**config.mk**
```make
export PLATFORM = sky130hd
export DESIGN_NAME = conv_sched
export DESIGN_NICKNAME = d
export VERILOG_FILES = /design/src/rtl/conv_sched.sv
export SDC_FILE = /design/constraint.sdc
export NUM_CORES = 1
export LEC_CHECK = 0
export BUFFER_PORTS_ARGS = -buffer_cell sky130_fd_sc_hd__buf_2
export CAP_MARGIN = 20
export CORE_MARGIN = 2
export CORE_UTILIZATION = 35
export DETAILED_ROUTE_END_ITERATION = 10
export PLACE_DENSITY = 0.63
export SYNTH_ARGS = -nofsm -noshare
export SYNTH_HDL_FRONTEND = slang
export SYNTH_SLANG_ARGS = --single-unit
```
**constraint.sdc**
```tcl
create_clock -name clk -period 10 [get_ports clk]
set_input_delay 2 -clock clk [delete_from_list [all_inputs] [get_ports clk]]
set_output_delay 2 -clock clk [all_outputs]
set_load 0.02 [all_outputs]
```
**src/rtl/conv_sched.sv**
```systemverilog
// Tile scheduler for the convolution PE array: walks every (oc, ic) tile of one layer.
// Optional 2-entry packet prefetch FIFO enabled by CONV_SCHED_PREFETCH_EN.
module conv_sched (
    input  logic        clk,
    input  logic        rst,
    input  logic        i_cfg_valid,
    input  logic [1:0]  i_cmd,
    input  logic [1:0]  i_layer,
    input  logic [5:0]  i_num_ic,
    input  logic [5:0]  i_num_oc,
    input  logic [79:0] i_params,
    input  logic        i_params_valid,
    output logic        o_params_ready,
    output logic        o_pe_start,
    output logic [71:0] o_pe_weights,
    output logic [7:0]  o_pe_bias,
    output logic        o_pe_first_ic,
    output logic        o_pe_last_ic,
    output logic [1:0]  o_pe_layer,
    input  logic        i_pe_done,
    output logic [5:0]  o_cur_ic,
    output logic [5:0]  o_cur_oc,
    output logic [2:0]  o_fsm,
    output logic        o_busy,
    output logic        o_done,
    output logic        o_err
);

    typedef enum logic [2:0] {
        S_IDLE  = 3'd0,
        S_LOAD  = 3'd1,
        S_ISSUE = 3'd2,
        S_WAIT  = 3'd3,
        S_DONE  = 3'd4
    } state_t;

    localparam logic [1:0] CMD_START = 2'd1;
    localparam logic [1:0] CMD_ABORT = 2'd2;

    state_t      state_q, state_d;
    logic [1:0]  layer_q, layer_d;
    logic [5:0]  num_ic_q, num_ic_d;
    logic [5:0]  num_oc_q, num_oc_d;
    logic [5:0]  ic_q, ic_d;
    logic [5:0]  oc_q, oc_d;
    logic [79:0] pbuf_q, pbuf_d;
    logic        err_q, err_d;

    logic        start_s, abort_s, idle_s, start_ok_s;
    logic        ready_s, take_s, drop_err_s;
    logic [79:0] pkt_s;
    logic        last_ic_s, last_oc_s, pe_active_s;

    assign start_s    = i_cfg_valid && (i_cmd == CMD_START);
    assign abort_s    = i_cfg_valid && (i_cmd == CMD_ABORT);
    assign idle_s     = (state_q == S_IDLE);
    assign start_ok_s = start_s && idle_s && (i_num_ic != 6'd0) && (i_num_oc != 6'd0);
    assign last_ic_s  = (ic_q == (num_ic_q - 6'd1));
    assign last_oc_s  = (oc_q == (num_oc_q - 6'd1));

`ifdef CONV_SCHED_PREFETCH_EN
    logic [79:0] fifo_q [2];
    logic [79:0] fifo_d [2];
    logic        wr_ptr_q, wr_ptr_d;
    logic        rd_ptr_q, rd_ptr_d;
    logic [1:0]  cnt_q, cnt_d;
    logic        full_s, empty_s, pop_s, push_s, flush_s;

    assign full_s     = (cnt_q == 2'd2);
    assign empty_s    = (cnt_q == 2'd0);
    assign pop_s      = (state_q == S_LOAD) && !empty_s && !abort_s;
    // A full FIFO still accepts when the head leaves in the same cycle.
    assign ready_s    = !idle_s && (!full_s || pop_s);
    assign push_s     = i_params_valid && ready_s && !abort_s;
    assign drop_err_s = i_params_valid && !ready_s;
    assign flush_s    = start_ok_s || (abort_s && !idle_s);
    assign take_s     = pop_s;
    assign pkt_s      = fifo_q[rd_ptr_q];

    // Prefetch FIFO next-state: flush, push at tail, pop at head.
    always_comb begin
        fifo_d   = fifo_q;
        wr_ptr_d = wr_ptr_q;
        rd_ptr_d = rd_ptr_q;
        cnt_d    = cnt_q;
        if (flush_s) begin
            wr_ptr_d = 1'b0;
            rd_ptr_d = 1'b0;
            cnt_d    = 2'd0;
        end else begin
            if (push_s) begin
                fifo_d[wr_ptr_q] = i_params;
                wr_ptr_d         = ~wr_ptr_q;
            end else begin
                wr_ptr_d = wr_ptr_q;
            end
            if (pop_s) begin
                rd_ptr_d = ~rd_ptr_q;
            end else begin
                rd_ptr_d = rd_ptr_q;
            end
            cnt_d = cnt_q + {1'b0, push_s} - {1'b0, pop_s};
        end
    end

    // Prefetch FIFO storage and pointers.
    always_ff @(posedge clk or posedge rst) begin
        if (rst) begin
            fifo_q[0] <= 80'd0;
            fifo_q[1] <= 80'd0;
            wr_ptr_q  <= 1'b0;
            rd_ptr_q  <= 1'b0;
            cnt_q     <= 2'd0;
        end else begin
            fifo_q[0] <= fifo_d[0];
            fifo_q[1] <= fifo_d[1];
            wr_ptr_q  <= wr_ptr_d;
            rd_ptr_q  <= rd_ptr_d;
            cnt_q     <= cnt_d;
        end
    end
`else
    assign ready_s    = (state_q == S_LOAD);
    assign take_s     = i_params_valid && ready_s && !abort_s;
    assign drop_err_s = i_params_valid && !ready_s;
    assign pkt_s      = i_params;
`endif

    // Scheduler next-state: tile walk, command handling and sticky error.
    always_comb begin
        state_d  = state_q;
        layer_d  = layer_q;
        num_ic_d = num_ic_q;
        num_oc_d = num_oc_q;
        ic_d     = ic_q;
        oc_d     = oc_q;
        pbuf_d   = pbuf_q;
        case (state_q)
            S_IDLE: begin
                if (start_ok_s) begin
                    layer_d  = i_layer;
                    num_ic_d = i_num_ic;
                    num_oc_d = i_num_oc;
                    ic_d     = 6'd0;
                    oc_d     = 6'd0;
                    state_d  = S_LOAD;
                end else begin
                    state_d = S_IDLE;
                end
            end
            S_LOAD: begin
                if (abort_s) begin
                    state_d = S_IDLE;
                end else if (take_s) begin
                    pbuf_d  = pkt_s;
                    state_d = S_ISSUE;
                end else begin
                    state_d = S_LOAD;
                end
            end
            S_ISSUE: begin
                if (abort_s) begin
                    state_d = S_IDLE;
                end else begin
                    state_d = S_WAIT;
                end
            end
            S_WAIT: begin
                if (abort_s) begin
                    state_d = S_IDLE;
                end else if (i_pe_done) begin
                    if (!last_ic_s) begin
                        ic_d    = ic_q + 6'd1;
                        state_d = S_LOAD;
                    end else if (!last_oc_s) begin
                        ic_d    = 6'd0;
                        oc_d    = oc_q + 6'd1;
                        state_d = S_LOAD;
                    end else begin
                        state_d = S_DONE;
                    end
                end else begin
                    state_d = S_WAIT;
                end
            end
            S_DONE: begin
                state_d = S_IDLE;
            end
            default: begin
                state_d = S_IDLE;
            end
        endcase
        // Abort drops the tile position and the captured packet, not the command.
        if (abort_s && !idle_s) begin
            ic_d   = 6'd0;
            oc_d   = 6'd0;
            pbuf_d = 80'd0;
        end else begin
            pbuf_d = pbuf_d;
        end
        if ((start_s && !start_ok_s) || drop_err_s) begin
            err_d = 1'b1;
        end else if (start_ok_s) begin
            err_d = 1'b0;
        end else begin
            err_d = err_q;
        end
    end

    // Scheduler state and latched command registers.
    always_ff @(posedge clk or posedge rst) begin
        if (rst) begin
            state_q  <= S_IDLE;
            layer_q  <= 2'd0;
            num_ic_q <= 6'd0;
            num_oc_q <= 6'd0;
            ic_q     <= 6'd0;
            oc_q     <= 6'd0;
            pbuf_q   <= 80'd0;
            err_q    <= 1'b0;
        end else begin
            state_q  <= state_d;
            layer_q  <= layer_d;
            num_ic_q <= num_ic_d;
            num_oc_q <= num_oc_d;
            ic_q     <= ic_d;
            oc_q     <= oc_d;
            pbuf_q   <= pbuf_d;
            err_q    <= err_d;
        end
    end

    // Accumulate flags are only meaningful while a tile is in flight.
    assign pe_active_s    = (state_q == S_ISSUE) || (state_q == S_WAIT);
    assign o_params_ready = ready_s;
    assign o_pe_start     = (state_q == S_ISSUE);
    assign o_pe_weights   = pbuf_q[71:0];
    assign o_pe_bias      = pbuf_q[79:72];
    assign o_pe_first_ic  = pe_active_s && (ic_q == 6'd0);
    assign o_pe_last_ic   = pe_active_s && last_ic_s;
    assign o_pe_layer     = layer_q;
    assign o_cur_ic       = ic_q;
    assign o_cur_oc       = oc_q;
    assign o_fsm          = state_q;
    assign o_busy         = (state_q == S_LOAD) || pe_active_s;
    assign o_done         = (state_q == S_DONE);
    assign o_err          = err_q;

endmodule
```
==> results by group, run 1 <==
Final layout
  – Multi-input logic area: approximately 2100 um^2
  – # diodes: 0
  – Fraction of layout cells with a size suffix above 1: between 30% and 40%
  – Util after Layout: between 40% and 50%
  – Sequential cell area: 2750 um^2
  – P&R area growth vs syn: 30.3%
  – Fillers: 1346
  – Fin nets: 830

Synth
  – Syn Inst Count: 535
  – EDFF count, synth: 0
  – Synthesized area: slightly below 5000 um^2
  – Mean post-synth cell area: roughly 9.2 um^2
  – Ys flop type: dfrtp_1
  – Syn. warnings: 0
  – Synth area leaders: dfrtp_1 56%, nand2_1 13%, nand3_1 8.7%
  – Synth cell types: a little under 50
  – Synth top area share: ~56%
  – FFs w/ async S/R, synth: 100%
  – Flops & latches, synth: 110
  – Most area-hungry cell type in the Yosys netlist: dfrtp_1
  – Seq/Total Area, Yosys: 55.7%
  – Syn_nets: between 600 and 700

Critical path
  – CP Launch Point: num_ic_q[0]$_DFFE_PP0P_
  – Kind of critical path: reg2out
  – Crit-path max FO: 5
  – Worst Path Arrival: between 2 and 2.5 ns
  – Critical-path cell list: inv_1 -> ha_1 -> xnor2_1 -> a211oi_1 -> o211ai_1 -> nor3_1 -> buf_2
  – Max stage delay cell, worst path: dfrtp_1
  – Worst r2r dst: o_cur_oc[0]$_DFFE_PP0P_
  – R2r setup slk: just over 7 ns
  – Max incr delay on CP: around 0.42 ns
  – Worst R2R Start: o_fsm[0]$_DFF_PP0_
  – Worst setup EP type: output port
  – Delay-heaviest family, CP: compound AO/OA/AOI/OAI gates
  – Startpoint types: flop
  – Reg2reg path depth: 5
  – CP endpoint: o_pe_last_ic
  – Crit path buffers/inverters: 2
  – Worst EP required: about 8.0 ns
  – Critical path depth in cells: 7

Clock tree
  – H-tree levels: 3
  – TritonCTS Sinks: 110
  – Hold Buf Count CTS: 0
  – CTS clock-pin slew for the worst setup and hold paths: 0.07 ns
  – Clk Tree Root Cell: clkbuf_16
  – Post-CTS Setup Bufs: 0
  – CTS tree: done
  – CTS Buf Count: 9
  – Clk_lat worst skew: 0.35 ns
  – Post-CTS sizing: 0
  – Clk buf depth: 2

Floorplanning
  – Initial Util: a little over a third
  – Cell Rows: 43
  – Die Wd: between 100 and 150 um
  – I/O pins: 205
  – Core box area: approximately 14000 um^2
  – Die footprint: ~15000 um^2
  – Die Ht: 123 um

Min path
  – Min-Delay Path Class: reg2reg

GRT
  – Pin count of the biggest net entering global routing: about 80
  – Grt ovf: 0
  – First-pass GRT wire length: 21700 um
  – Total GRT Usage: a little under a fifth
  – Vias in the first global route: 4507
  – Initial antenna violation count: 0

Route
  – Avg Vias per Cell: between 4 and 5
  – DRT Pass-1 Iters: 4
  – Routed wire length: about 14000 um
  – Post-DRT Antenna Nets: 0
  – # DRC: 0
  – DRT iter0 DRCs: between 200 and 300
  – Routed WL per cell: around 15 um
  – Via count: roughly 4.5k

Power
  – Clk network pwr share: a little under a fifth
  – PwrDens: 314 nW/um^2
  – Power Internal: between 1 and 1.5 mW
  – Max VDD drop: 154 uV
  – Share of power burned in registers: about two fifths
  – Static Leakage: roughly 3.5 nW
  – Sw Pwr: about 0.86 mW
  – Logic pwr share: a little over two fifths
  – Switching share of power: a little over two fifths

STA
  – Tightest Pin Transition: 1.01 ns
  – Worst Skew: 0.00896 ns
  – Tmin final: about 4.1 ns
  – Slew Viols, Final: 0
  – Max-slew headroom: between 30% and 40%
  – RSZ-0062 raised after global routing: false
  – Total negative setup slack: 0 ns
  – Maximum clock frequency: around 240 MHz
  – Fin. Hold Viols: 0
  – Period utilization: between 40% and 50%
  – Final setup vio count: 0

Placement
  – Routability cong.: 0.830
  – DP HPWL: approximately 9400 um
  – Port buffer count: 204

Status
  – Status: finished, final reports clean

Flow run
  – Max-Cap Viols: 0
layout by cell type, fill, tap and decap left out, drive strengths merged, types with 2 or more instances in the layout:
| cell type | Yosys | final |
|---|---|---|
| or4 | 3 | 3 |
| o31ai | 3 | 3 |
| dfrtp | 110 | 110 |
| buf | 1 | 207 |
| nand2 | 175 | 175 |
| nor2 | 14 | 14 |
| a22o | 2 | 2 |
| inv | 11 | 12 |
| ha | 5 | 5 |
| clkbuf | 28 | 12 |
| nor3 | 5 | 5 |
| a21oi | 12 | 12 |
| xnor2 | 10 | 10 |
| nand2b | 3 | 3 |
| a31oi | 2 | 2 |
| nand3 | 86 | 86 |
| nand4 | 2 | 2 |
| o21a | 2 | 2 |
| and2 | 3 | 3 |
| or2 | 2 | 2 |
| nand3b | 2 | 2 |
| mux2 | 16 | 16 |
| and3 | 3 | 3 |
| xor2 | 4 | 4 |
| clkinv | 0 | 2 |
| nor3b | 2 | 2 |
| o21ai | 8 | 8 |
| or3 | 5 | 5 |
| nor4 | 4 | 4 |
how the worst min path moves through the flow:
stage | slack (ns) | end | depth (start not counted) | startpoint
2_1_floorplan | 0.50 | num_oc_q[5]$_DFFE_PP0P_ | 1 | num_oc_q[5]$_DFFE_PP0P_
3_3_place_gp | 0.48 | pbuf_q[53]$_DFFE_PP0P_ | 2 | pbuf_q[53]$_DFFE_PP0P_
3_5_place_dp | 0.48 | pbuf_q[22]$_DFFE_PP0P_ | 2 | pbuf_q[22]$_DFFE_PP0P_
4_1_cts | 0.50 | pbuf_q[22]$_DFFE_PP0P_ | 2 | pbuf_q[22]$_DFFE_PP0P_
5_1_grt | 0.52 | pbuf_q[75]$_DFFE_PP0P_ | 2 | pbuf_q[75]$_DFFE_PP0P_
6_report | 0.49 | pbuf_q[79]$_DFFE_PP0P_ | 2 | pbuf_q[79]$_DFFE_PP0P_
cells by family after synthesis:
group,synth area share (%)
and+or+nand+nor,28.3
DFF,55.7
buffers and inverters,3.06
AOI/OAI and AO/OA,5.39
muxes,3.85
xor gates and xnor gates,2.48
adders and majority gates,1.27
registers in the layout, summed over array words and instances (netlist names):
register	flops
pbuf_q	80
num_ic_q	6
num_oc_q	6
o_cur_ic	6
o_cur_oc	6
o_fsm	3
o_pe_layer	2
o_err	1
per-layer routing:
layer | vias up | global-route usage, % | share of wire [%]
li1 | 2161 | - | -
met1 | 2213 | 22.5 | 42
met2 | 139 | 30.7 | 50
met3 | 25 | 4.51 | 5.6
met4 | 0 | 6.61 | 2.3
met5 | - | 0 | 0
worst register-to-register path: stages, from the launching register on:
cell,delay [ns]
dfrtp_1,0.51
nor4_1,0.31
nand3_1,0.66
and2_1,0.48
a21oi_2,0.29
mux2_2,0.37
power by group through the flow:
stage	clock [mW]	sequential (mW)	combinational, mW
final	0.373	0.769	0.879
after global routing	0.401	0.795	0.969
after CTS	0.386	0.767	0.889
after detailed placement	0	0.772	0.887
after global placement	0	0.764	0.865
after floorplan	0	0.960	0.385
final cells by class:
| class | count | area share [%] |
|---|---|---|
| clock buffer | 12 | 3.98 |
| clock inverter | 4 | 0.816 |
| inverter | 11 | 0.680 |
| multi-input combinational | 385 | 32.1 |
| sequential | 110 | 42.7 |
| tap | 180 | 3.50 |
| timing repair buffer | 207 | 16.2 |
metrics by stage:
step	hold WS (ns)	cell area (um^2)	setup WS, ns	power, mW	std cells
floorplan	0.500	4940	5.10	1.35	535
global placement	0.475	6130	5.68	1.63	893
detailed placement	0.479	6130	5.63	1.66	893
CTS	0.497	6440	5.82	2.04	909
global route	0.523	6440	5.73	2.16	909
finish	0.493	6440	5.86	2.02	909
Yosys cell counts, drive strengths merged, types with 4 or more instances:
cell type	number
nor3	5
nor2	14
ha	5
dfrtp	110
nand3	86
o21ai	8
clkbuf	28
a21oi	12
xor2	4
mux2	16
or3	5
nand2	175
inv	11
xnor2	10
nor4	4
Power figures use the tool's default switching activity.
==> run 2: changes to the inputs <==
--- a/config.mk
+++ b/config.mk
@@ -5,12 +5,13 @@
 export SDC_FILE = /design/constraint.sdc
 export NUM_CORES = 1
 export LEC_CHECK = 0
+export ABC_AREA = 1
 export BUFFER_PORTS_ARGS = -buffer_cell sky130_fd_sc_hd__buf_2
 export CAP_MARGIN = 20
 export CORE_MARGIN = 2
 export CORE_UTILIZATION = 35
 export DETAILED_ROUTE_END_ITERATION = 10
-export PLACE_DENSITY = 0.63
+export PLACE_DENSITY = 0.62
 export SYNTH_ARGS = -nofsm -noshare
 export SYNTH_HDL_FRONTEND = slang
 export SYNTH_SLANG_ARGS = --single-unit
==> constraint.sdc (replaced) <==
create_clock -name clk -period 4.3 [get_ports clk]
set_input_delay 0.86 -clock clk [delete_from_list [all_inputs] [get_ports clk]]
set_output_delay 0.86 -clock clk [all_outputs]
set_load 0.02 [all_outputs]
==> run 2 against run 1 <==
Flip-flop and latch count unchanged. Power up 130%. First-iteration DRC count down 20%. Setup slack worse by 4.5 ns. Sequential share of layout area down 2.5 points. Critical path type unchanged. Critical path depth up 2. Area after synthesis up 8.4%. Sequential power up 130%. Global-route usage down 1.3 points. Highest routed layer unchanged. Die area up 8.1%. Synthesized cell count up 21%. Register-to-register slack worse by 5.2 ns. Largest cell class unchanged.
==> results by group, run 2 <==
Status
  – Status: finished, final reports clean

STA
  – Slew Viols, Final: 0
  – Final setup vio count: 0
  – Period utilization: 68.3%
  – Maximum clock frequency: ~340 MHz
  – Fin. Hold Viols: 0
  – Final worst setup slack: ~1.4 ns
  – Tightest Pin Transition: approximately 0.80 ns
  – RSZ-0062 raised after global routing: false
  – Worst Skew: just over 0.008 ns
  – Total negative setup slack: 0 ns
  – Tmin final: between 2 and 3 ns
  – Max-slew headroom: between 40% and 50%

Power
  – Sw Pwr: just over 2 mW
  – Power Internal: 2.62 mW
  – PwrDens: 686 nW/um^2
  – Logic pwr share: a little under half
  – Clk network pwr share: between 15 and 20%
  – Max VDD drop: 315 uV
  – Switching share of power: about 44%
  – Static Leakage: about 3.9 nW
  – Share of power burned in registers: between 30% and 40%
  – Final Power: approximately 4.7 mW

Clock tree
  – TritonCTS Sinks: 110
  – Clk buf depth: 2
  – CTS clock-pin slew for the worst setup and hold paths: around 0.07 ns
  – Clk Tree Root Cell: clkbuf_16
  – Post-CTS sizing: 0
  – CTS tree: done
  – CTS Buf Count: 9
  – H-tree levels: 3
  – Hold Buf Count CTS: 0
  – Post-CTS Setup Bufs: 0
  – Clk_lat worst skew: approximately 0.35 ns

Floorplanning
  – Cell Rows: 45
  – I/O pins: 205
  – Initial Util: roughly 36%
  – Die footprint: around 16000 um^2
  – Core box area: between 15000 and 20000 um^2
  – Die Wd: 128 um
  – Die Ht: ~130 um

Critical path
  – Worst Path Arrival: approximately 2.1 ns
  – Kind of critical path: reg2out
  – Crit-path max FO: 8
  – Worst EP required: around 3.4 ns
  – Startpoint types: flop
  – Worst setup EP type: output port

Route
  – Routed WL per cell: 13.2 um
  – Avg Vias per Cell: between 4 and 5
  – DRT Pass-1 Iters: 6
  – Post-DRT Antenna Nets: 0
  – Routed wire length: around 14000 um
  – DRT iter0 DRCs: 206
  – Via count: about 5k
  – # DRC: 0

Placement
  – Routability cong.: 0.812
  – Placement Setup Slack: about 1.6 ns
  – DP Cell Count: between 1k and 1.5k
  – DP HPWL: between 9000 and 10000 um
  – Port buffer count: slightly above 200

Synth
  – Seq/Total Area, Yosys: between 50% and 60%
  – Most area-hungry cell type in the Yosys netlist: dfrtp_1
  – Ys flop type: dfrtp_1
  – Synth area leaders: dfrtp_1 51%, nand3_1 11%, inv_1 8.5%
  – Synth top area share: between 50% and 60%
  – Syn Inst Count: 650
  – Mean post-synth cell area: just over 8 um^2
  – EDFF count, synth: 0
  – Leading cell type by number of instances after synthesis: inv_1
  – Post-synth top cells: 121 x inv_1, 113 x nand3_1, 110 x dfrtp_1
  – Synthesized area: 5360 um^2
  – FFs w/ async S/R, synth: 100%
  – Synth cell types: 30
  – Syn_nets: 756
  – Flops & latches, synth: 110
  – Syn. warnings: 0

Flow run
  – Max-Cap Viols: 0

Final layout
  – Most common cell after layout, fill and taps aside: buf_2
  – Max reg flops: 80
  – Fraction of layout cells with a size suffix above 1: 29.2%
  – Fin nets: 948
  – Most frequent cells in the layout: 204 x buf_2, 120 x inv_1, 113 x nand3_1
  – Final cell count without fillers: 1035
  – P&R area growth vs syn: 27.6%
  – Largest reg by FF count: pbuf_q

GRT
  – Pin count of the biggest net entering global routing: 87
  – First-pass GRT wire length: approximately 22000 um
  – Total GRT Usage: 16.9%
  – Initial antenna violation count: 0
  – Vias in the first global route: around 4.4k
  – Grt ovf: 0

Min path
  – Min-Delay Path Class: reg2reg
run 2: cell types whose count changed in the layout (fill, tap and decap cells not counted), sizes merged, moves of 16 or more:
cell / change
nor2: +19
inv: +118
o21ai: +83
mux2: -16
nand2: -70
nand3: +30
run 2: through the flow:
step / hold slack [ns] / cell area [um^2] / util [%]
floorplan: 0.475 / 5360 / -
global placement: 0.460 / 6560 / 43.4
detailed placement: 0.464 / 6560 / 43.4
CTS: 0.485 / 6830 / 45.3
global route: 0.500 / 6830 / 45.3
finish: 0.481 / 6840 / 45.3
run 2: worst max-delay path: stages (launching register included):
cell	delay [ns]
dfrtp_1	0.38
inv_1	0.18
ha_1	0.25
nand3_1	0.13
nand2_1	0.09
nand3_1	0.07
nor2_1	0.18
nand3_4	0.16
nor2_1	0.12
buf_2	0.17
run 2: metal layers:
metal / wire length [um] / vias up / share of wire, % / GRT usage [%]
li1: - / 2458 / - / -
met1: 6260 / 2232 / 46 / 23.1
met2: 6030 / 180 / 44 / 25.4
met3: 1150 / 14 / 8.4 / 4.76
met4: 237 / 0 / 1.7 / 6.79
met5: 0 / - / 0 / 0
run 2: area by class of cell:
| class | instances | area (um^2) |
|---|---|---|
| Inverter | 127 | 482 |
| Clock inverter | 6 | 53.8 |
| Sequential cell | 110 | 2750 |
| Timing Repair Buffer | 208 | 1060 |
| Multi-Input combinational cell | 386 | 2020 |
| Fill cell | 1534 | 8250 |
| Tap cell | 188 | 235 |
| Antenna cell | 1 | 2.50 |
| Clock buffer | 9 | 225 |
run 2: cells by family (layout without fill, tap and decap cells):
kind of cell,Yosys count,in the layout,share of synthesized area [%]
compound gates,95,95,9.01
xor+xnor,12,12,2.24
fa+ha+maj,5,5,1.17
buf+inv,154,350,11.1
flops,110,110,51.4
other cells,0,1,0
simple gates,274,274,25.1
run 2: power by group through the flow:
| stage | clock (mW) | combinational (mW) | sequential (mW) |
|---|---|---|---|
| 6_report | 0.796 | 2.13 | 1.76 |
| 5_1_grt | 0.875 | 2.38 | 1.81 |
| 4_1_cts | 0.834 | 2.16 | 1.76 |
| 3_5_place_dp | 0 | 2.16 | 1.77 |
| 3_3_place_gp | 0 | 2.14 | 1.76 |
| 2_1_floorplan | 0 | 0.981 | 2.23 |
run 2: worst paths after layout:
check                                           from                        end  slack [ns]  cells past startpoint
setup reg to reg                  o_fsm[1]$_DFF_PP0_     pbuf_q[45]$_DFFE_PP0P_        2.05                      6
min in group asynchronous                        rst     pbuf_q[41]$_DFFE_PP0P_        0.61                      2
hold reg to reg            o_pe_layer[1]$_DFFE_PP0P_  o_pe_layer[1]$_DFFE_PP0P_        0.48                      2
setup / recovery             num_ic_q[0]$_DFFE_PP0P_               o_pe_last_ic        1.36                      9
hold / removal             o_pe_layer[1]$_DFFE_PP0P_  o_pe_layer[1]$_DFFE_PP0P_        0.48                      2
max in group asynchronous                        rst    num_ic_q[0]$_DFFE_PP0P_        2.79                      3
